`src/rtl/soduku_controller.sv`:
```
// soduku_controller: captures a puzzle, loads it into soduku_solver, and reports solved/stuck/timeout; start is ignored while busy.
// Define SODUKU_CTRL_CHECK_EN to insert a 27-cycle row/column/square validity scan between solve detection and DONE.
module soduku_controller #(
    parameter int GRID_SIZE     = 9,
    parameter int STABLE_CYCLES = 4,
    parameter int MAX_CYCLES    = 1023,
    parameter int CNT_W         = 10
) (
    input  logic                             clk_in,
    input  logic                             reset_in,
    input  logic                             start_in,
    input  logic                             abort_in,
    input  logic [4*GRID_SIZE*GRID_SIZE-1:0] board_in,
    input  logic [4*GRID_SIZE*GRID_SIZE-1:0] solver_board_in,
    output logic                             solver_reset_out,
    output logic [4*GRID_SIZE*GRID_SIZE-1:0] solver_board_out,
    output logic                             busy_out,
    output logic                             done_out,
    output logic                             solved_out,
    output logic                             stuck_out,
    output logic                             timeout_out,
    output logic                             valid_out,
    output logic [CNT_W-1:0]                 iterations_out,
    output logic [4*GRID_SIZE*GRID_SIZE-1:0] board_out
);
    localparam int CELLS = GRID_SIZE * GRID_SIZE;
    localparam int SW    = $clog2(STABLE_CYCLES + 1);

`ifdef SODUKU_CTRL_CHECK_EN
    typedef enum logic [2:0] {IDLE, LOAD, RUN, CHECK, DONE} state_t;
    localparam state_t SOLVE_NXT = CHECK;
`else
    typedef enum logic [2:0] {IDLE, LOAD, RUN, DONE} state_t;
    localparam state_t SOLVE_NXT = DONE;
`endif

    state_t             state, state_nxt;
    logic [4*CELLS-1:0] prev_reg;
    logic [SW-1:0]      stable_cnt;
    logic               has_zero, eq, stuck_hit, timeout_hit;
    logic               load_start, do_abort;

    always_comb begin
        has_zero = 1'b0;
        for (int i = 0; i < CELLS; i++)
            if (solver_board_in[4*i +: 4] == 4'd0) has_zero = 1'b1;
    end

    assign eq          = (solver_board_in == prev_reg);
    assign stuck_hit   = eq && (stable_cnt == SW'(STABLE_CYCLES - 1));
    assign timeout_hit = (iterations_out == CNT_W'(MAX_CYCLES - 1));
    assign busy_out    = (state != IDLE) && (state != DONE);
    assign done_out    = (state == DONE);
    assign load_start  = start_in && !busy_out;
    assign do_abort    = abort_in && busy_out;

`ifdef SODUKU_CTRL_CHECK_EN
    logic [4:0] grp_idx;
    logic       check_err;
    logic [8:0] grp_mask;
    logic [3:0] nib;

    // Cell index of member k of group g: rows 0..8, then columns 0..8, then 3x3 squares 0..8.
    function automatic int group_cell(input int g, input int k);
        int r, c;
        if (g < 9) begin
            r = g;
            c = k;
        end else if (g < 18) begin
            r = k;
            c = g - 9;
        end else begin
            r = ((g - 18) / 3) * 3 + k / 3;
            c = ((g - 18) % 3) * 3 + k % 3;
        end
        return r * GRID_SIZE + c;
    endfunction

    always_comb begin
        grp_mask = '0;
        nib      = '0;
        for (int k = 0; k < 9; k++) begin
            nib = board_out[4*(CELLS-1-group_cell(int'(grp_idx), k)) +: 4];
            if (nib != 4'd0 && nib <= 4'd9) grp_mask = grp_mask | (9'd1 << (nib - 4'd1));
        end
    end
`endif

    always_comb begin
        state_nxt = state;
        if (do_abort) begin
            state_nxt = IDLE;
        end else if (load_start) begin
            state_nxt = LOAD;
        end else begin
            case (state)
                LOAD: state_nxt = RUN;
                RUN: begin
                    if (!has_zero)                      state_nxt = SOLVE_NXT;
                    else if (stuck_hit || timeout_hit) state_nxt = DONE;
                end
`ifdef SODUKU_CTRL_CHECK_EN
                CHECK: if (grp_idx == 5'd26) state_nxt = DONE;
`endif
                default: ;
            endcase
        end
    end

    always_ff @(posedge clk_in or posedge reset_in) begin
        if (reset_in) state <= IDLE;
        else          state <= state_nxt;
    end

    always_ff @(posedge clk_in or posedge reset_in) begin
        if (reset_in) begin
            solver_reset_out <= 1'b1;
            solver_board_out <= '0;
            prev_reg         <= '0;
            stable_cnt       <= '0;
            iterations_out   <= '0;
            board_out        <= '0;
            solved_out       <= 1'b0;
            stuck_out        <= 1'b0;
            timeout_out      <= 1'b0;
            valid_out        <= 1'b0;
`ifdef SODUKU_CTRL_CHECK_EN
            grp_idx          <= '0;
            check_err        <= 1'b0;
`endif
        end else begin
            // Abort and start both park the solver and clear the status; board_out survives an abort.
            if (load_start || do_abort) begin
                solver_reset_out <= 1'b1;
                solved_out       <= 1'b0;
                stuck_out        <= 1'b0;
                timeout_out      <= 1'b0;
                valid_out        <= 1'b0;
            end
            if (load_start) begin
                solver_board_out <= board_in;
                iterations_out   <= '0;
                stable_cnt       <= '0;
            end else if (!do_abort) begin
                case (state)
                    LOAD: begin
                        prev_reg         <= solver_board_out;
                        solver_reset_out <= 1'b0;
                    end
                    RUN: begin
                        iterations_out <= iterations_out + 1'b1;
                        prev_reg       <= solver_board_in;
                        stable_cnt     <= eq ? stable_cnt + 1'b1 : '0;
                        if (!has_zero || stuck_hit || timeout_hit) board_out <= solver_board_in;
                        if (!has_zero) begin
                            solved_out <= 1'b1;
`ifdef SODUKU_CTRL_CHECK_EN
                            grp_idx    <= '0;
                            check_err  <= 1'b0;
`else
                            valid_out  <= 1'b1;
`endif
                        end else if (stuck_hit) begin
                            stuck_out <= 1'b1;
                        end else if (timeout_hit) begin
                            timeout_out <= 1'b1;
                        end
                    end
`ifdef SODUKU_CTRL_CHECK_EN
                    CHECK: begin
                        grp_idx <= grp_idx + 1'b1;
                        if (grp_mask != 9'h1FF) check_err <= 1'b1;
                        if (grp_idx == 5'd26) valid_out <= !check_err && (grp_mask == 9'h1FF);
                    end
`endif
                    default: ;
                endcase
            end
        end
    end
endmodule

```
`config.mk`:
```
export PLATFORM = sky130hd
export DESIGN_NAME = soduku_controller
export DESIGN_NICKNAME = d
export VERILOG_FILES = /design/src/rtl/soduku_controller.sv
export SDC_FILE = /design/constraint.sdc
export NUM_CORES = 2
export LEC_CHECK = 0
export CAP_MARGIN = 5
export CORE_AREA = 4 4 513 515
export CTS_BUF_LIST = sky130_fd_sc_hd__clkbuf_16
export DETAILED_ROUTE_END_ITERATION = 10
export DIE_AREA = 0 0 517 519
export GPL_TIMING_DRIVEN = 0
export SYNTH_ARGS = -nofsm -noshare
export SYNTH_HDL_FRONTEND = slang
export SYNTH_SLANG_ARGS = --single-unit
```
`constraint.sdc`:
```
create_clock -name clk_in -period 36.5 [get_ports clk_in]
set_clock_uncertainty 0.2 [all_clocks]
set_input_delay 5.475 -clock clk_in [delete_from_list [all_inputs] [get_ports clk_in]]
set_output_delay 5.475 -clock clk_in [all_outputs]
set_load 0.02 [all_outputs]
```
Word level (Yosys, flattened, before mapping)
Cells that the tools add are included.
{"block": "word_totals", "register_bits": 993, "word_cells": 244}
{"block": "op_classes", "n_bitwise": 2, "mux": 121, "n_eq_ne": 9, "reduce_logical": 99, "n_addsub": 2}
{"cell": "$pmux 324 s2", "count": 1}
{"cell": "$eq 324x324->1", "count": 1}
{"cell": "$logic_not 4->1", "count": 81}
{"cell": "$mux 1", "count": 108}
{"cell": "$mux 10", "count": 3}
{"cell": "$mux 3", "count": 8}
{"cell": "$add 10x1->10 const B", "count": 1}
{"cell": "$eq 10x10->1 const B", "count": 1}
{"cell": "$eq 3x2->1 const B", "count": 3}
{"cell": "$pmux 3 s2", "count": 1}
{"cell": "$ne 5x5->1 const B", "count": 1}
{"cell": "$logic_and 1x1->1", "count": 4}
{"cell": "$logic_or 1x1->1", "count": 4}
{"cell": "$reduce_and 2->1", "count": 2}
{"cell": "$reduce_and 4->1", "count": 1}
{"cell": "$reduce_bool 2->1", "count": 2}
{"cell": "$reduce_bool 4->1", "count": 1}
{"cell": "$add 3x1->3 const B", "count": 1}
{"cell": "$eq 3x1->1 const B", "count": 1}
{"cell": "$ne 3x2->1 const B", "count": 1}
{"cell": "$reduce_and 3->1", "count": 1}
{"cell": "$reduce_bool 3->1", "count": 1}
{"cell": "$logic_not 1->1", "count": 2}
{"cell": "$ne 2x2->1 const B", "count": 1}
{"cell": "$not 1->1", "count": 2}

Depth between registers and ports, before layout
{"block": "logic_depth", "depth_word": 86, "mapped_depth": 11, "mapped_depth_nobuf": 10}

Worst setup path before layout
No wires, ideal clock.
{"block": "synth_path", "path_type": "in2reg", "start": "input solver_board_in[230]", "end": "register board_out[100]", "stages": 11, "arrival_time_ps": 7699, "slack_ps": 28476, "path_buffers": 3, "path_cell_list": "xnor2_1 nand4_1 nor4_1 nand4_1 nor4_4 nand3_2 a311o_1 buf_2 buf_6 buf_6 mux2_4"}
{"block": "synth_via", "elab_chain_len": 29, "elab_cells_between_ends": 31, "cone_classes": "eq/ne: 1; mux: 24; reduce/logical: 6"}
{"item": "start: declaration", "line": "14", "text": "input logic [4*GRID_SIZE*GRID_SIZE-1:0] solver_board_in,"}
{"item": "$logic_not 4->1", "line": "46", "text": "if (solver_board_in[4*i +: 4] == 4'd0) has_zero = 1'b1;"}
{"item": "$mux 1 (24 in series)", "line": "46"}
{"item": "$logic_not 1->1"}
{"item": "$logic_or 1x1->1 * (2 in series)", "line": "154", "text": "if (!has_zero || stuck_hit || timeout_hit) board_out <= solver_board_in;"}
{"item": "$reduce_and 4->1 (no line) *"}
{"item": "end signal: assignment", "line": "154"}
{"item": "end: declaration", "line": "24", "text": "output logic [4*GRID_SIZE*GRID_SIZE-1:0] board_out"}
Mark *: on every way between the ends. The rest lies on a longest branch, timed or not.
A chain may end at the register's enable or synchronous reset.

Worst setup path in the final report
{"block": "layout_path", "start": "input solver_board_in[207]", "end": "register board_out[122]"}
{"block": "layout_via", "elab_chain_len": 35, "elab_cells_between_ends": 37, "cone_classes": "eq/ne: 1; mux: 30; reduce/logical: 6"}
{"item": "$logic_not 4->1", "line": "46"}
{"item": "$mux 1 (30 in series)", "line": "46"}
{"item": "$logic_not 1->1"}
{"item": "$logic_or 1x1->1 * (2 in series)", "line": "154"}
{"item": "$reduce_and 4->1 (no line) *"}
Marked as above.

==> impl_metrics.csv <==
group,metric,value,unit
global_route,grt_overflow,0,
placement,dp_worst_setup_slack,24.31,ns
worst_setup_path,slowest_stage,"xnor2_1",
clocking,root_buffer,"clkbuf_16",
die,core_region_area,0.259,mm^2
synth,synth_edf_count,0,
synth,synth-seq-area-share,0.552,
global_route,grt_pass1_wl,439000,um
detailed_routing,wl,351000,um
clocking,cts_sinks,992,
die,core.rowCount,187,
worst_setup_path,worst_path_most_repeated_cell,"buf_6",
detailed_routing,postRouteAntennaNets,0,
clocking,cts_buffer_depth,4,
clocking,clock_latency,0.83,ns
worst_setup_path,r2r_cells,11,
timing,slew_headroom,-0.109,
timing,setup_ws,25.34,ns
pwr,powerDensity,83.4,mW/mm^2
timing,setup_viol,0,
flow_run,drv_cap,1,
clocking,post_cts_resize_count,0,
die,start_util,0.174,
timing,worst_pin_slew,1.65,ns
clocking,cts_setup_buffers,0,
die,die-area,0.268,mm^2
status,status,"finished with violations",
synth,syn_nets,4769,
pwr,ir_worst_vdd,0.0000467,V
worst_setup_path,arrival,11.62,ns
timing,whs,0.275,ns
timing,rsz0062_at_grt,"false",
detailed_routing,routed_via_density,4.33,
synth,syn_inst,4110,
layout,design_area,0.0676,mm^2
timing,max_freq,0.0896,GHz
detailed_routing,vias,39600,
worst_setup_path,r2r_start,"prev_reg[207]$_DFFE_PP0P_",
worst_hold_path,worstHoldStart,"solver_reset_out$_DFF_PP1_",
worst_setup_path,critPathKind,"input port to flop",
worst_setup_path,slowest_delay,1.06,ns
clocking,htreeDepth,4,
clocking,hold_buffers,0,
timing,fin_crit,11.16,ns
detailed_routing,drc,0,
worst_setup_path,cp_top_family,"simple AND/OR/NAND/NOR gates",
die,die_h,519,um
worst_setup_path,reg2reg_slack,30.47,ns
synth,syn-cell-area,0.0450,mm^2
layout,area_growth,50.2,%
layout,post_route_cells_drive_above_1_share,0.110,
global_route,grt_pass1_vias,40300,
die,ios,1317,
worst_setup_path,worst-path-max-fanout,10,
worst_hold_path,min_path_cells,2,
detailed_routing,drtPass1Iterations,7,
synth,synth-async-reset-ratio,1.00,
synth,ys_ff_latch,992,
worst_setup_path,cp-end-kind,"flop",
timing,slew_viol_final,2,
global_route,grt_use_total,0.252,
detailed_routing,wl_per_cell,38.4,um
placement,port_buffers,1316,
placement,dpl_cell_area,0.0631,mm^2
global_route,grt_antenna_before_repair,211,
layout,fillers,27200,
worst_setup_path,cp_cell_sequence,"clkdlybuf4s50_1 -> xnor2_1 -> nand4_1 -> nor4_1 -> nand3_1 -> nor4_2 -> nand3_2 -> a311o_1 -> buf_2 -> buf_6 -> buf_6 -> mux2_4",
clocking,cts_tree,"yes",
worst_hold_path,hp-class,"flop to flop",
clocking,clk_pin_slew,0.06,ns
timing,hold_viol_final,0,
synth,synth-main-ff-cell,"dfrtp_1",
layout,mostFrequentLayoutCells,"clkdlybuf4s50_1 (1,316), nand2_1 (1,315), dfrtp_1 (991), o21ai_0 (326), mux2i_1 (324)",
worst_setup_path,r2r-end,"board_out[122]$_DFFE_PP0P_",
worst_setup_path,worstSetupStartpoint,"solver_board_in[207]",
synth,yosysWarningCount,0,
clocking,cts_buffers,138,
timing,post-route-period-util,0.306,
synth,avgSynthCellArea,10.9,um^2
synth,ys_types,35,
timing,finalSetupTns,0,ns
global_route,grt_max_degree,124,
layout,final_nets,6264,
worst_setup_path,cp.buffers_inverters,4,
placement,hpwl,301000,um
detailed_routing,drtIter0Drc,3120,
worst_setup_path,crit_required,36.96,ns
worst_hold_path,hold_end,"solver_reset_out$_DFF_PP1_",
placement,gp_congestion,0.898,
status,violations,"max-capacitance violations, max-slew violations",
pwr,power_leakage,29.4,nW
layout,layout_commonest_cell,"clkdlybuf4s50_1",
worst_setup_path,critPathLaunchType,"input port",
die,die_w,517,um
## worst max-delay path by stage
stage	to	slack (ns)	cells past startpoint
final	board_out[122]$_DFFE_PP0P_	25.34	12
after global routing	board_out[99]$_DFFE_PP0P_	25.17	12
after CTS	board_out[122]$_DFFE_PP0P_	25.17	12
after detailed placement	board_out[122]$_DFFE_PP0P_	24.31	12
after global placement	board_out[249]$_DFFE_PP0P_	-11.83	2
after floorplan	board_out[0]$_DFFE_PP0P_	2.92	1
## final cells by class
class	count	area (um^2)	share of cell area
multi-input cells	2890	19200	0.285
well taps	3402	4260	0.0630
inverters	8	37.5	0.000556
flip-flops and latches	992	24800	0.368
diodes	58	145	0.00215
clock buffers	140	3500	0.0519
plain buffers	220	1060	0.0157
repair buffers	1355	13700	0.203
clock inverters	85	752	0.0111
## power breakdown
group	total [mW]	switching, mW	internal [mW]
Combinational	2.44	1.63	0.813
Clock	1.34	0.562	0.779
Sequential	1.85	0.400	1.45
## routing by layer
layer / part of all wire / routed length, um / track usage
met3: 0.10 / 36200 / 0.108
met1: 0.41 / 143000 / 0.307
met5: 0.0028 / 970 / 0
met2: 0.45 / 158000 / 0.401
met4: 0.036 / 12600 / 0.0810
## cells in the mapped netlist (2+ instances only)
| cell | count | area (um^2) |
|---|---|---|
| xnor2_1 | 287 | 2510 |
| mux2_4 | 260 | 3900 |
| buf_1 | 7 | 26.3 |
| nand4_1 | 85 | 532 |
| mux2_2 | 64 | 721 |
| ha_1 | 7 | 87.6 |
| nor3_1 | 4 | 20.0 |
| clkbuf_1 | 177 | 664 |
| dfrtp_1 | 991 | 24800 |
| mux2i_1 | 324 | 3240 |
| or3_1 | 3 | 18.8 |
| a21oi_1 | 6 | 30.0 |
| buf_2 | 7 | 35.0 |
| nand3_1 | 6 | 30.0 |
| xor2_1 | 46 | 403 |
| a211oi_1 | 3 | 22.5 |
| o21ai_0 | 326 | 1630 |
| buf_6 | 29 | 327 |
| nor2_1 | 13 | 48.8 |
| nor4_1 | 128 | 801 |
| nand2_1 | 1315 | 4940 |
| inv_1 | 8 | 30.0 |
| and2_1 | 2 | 12.5 |
## cell families (layout without fill, tap and decap cells)
logic type      Yosys count  count (layout)  share of synthesized area
fa+ha+maj                 7               7                    0.00195
mux                     648             648                      0.175
simple gates           1564            1564                      0.144
other cells               0              58                          0
flops                   992             992                      0.552
buf+inv                 228            1808                     0.0241
xor+xnor                333             333                     0.0649
compound gates          338             338                     0.0380
## worst reg2reg max path: cells and delay by family (launching register included)
family	cells	cell delay (ns)
compound gates	1	0.38
simple gates	5	2.78
flops	1	0.38
xor+xnor	1	0.91
mux	1	0.35
buf+inv	3	0.90
## through the flow
step	util	std cells	power [mW]
5_1_grt	0.261	9117	5.89
3_3_place_gp	0.241	8828	4.31
4_1_cts	0.260	9091	5.72
6_report	0.261	9150	5.63
3_5_place_dp	0.244	8866	4.35
2_1_floorplan	-	4110	2.73
Power figures use the tool's default switching activity.
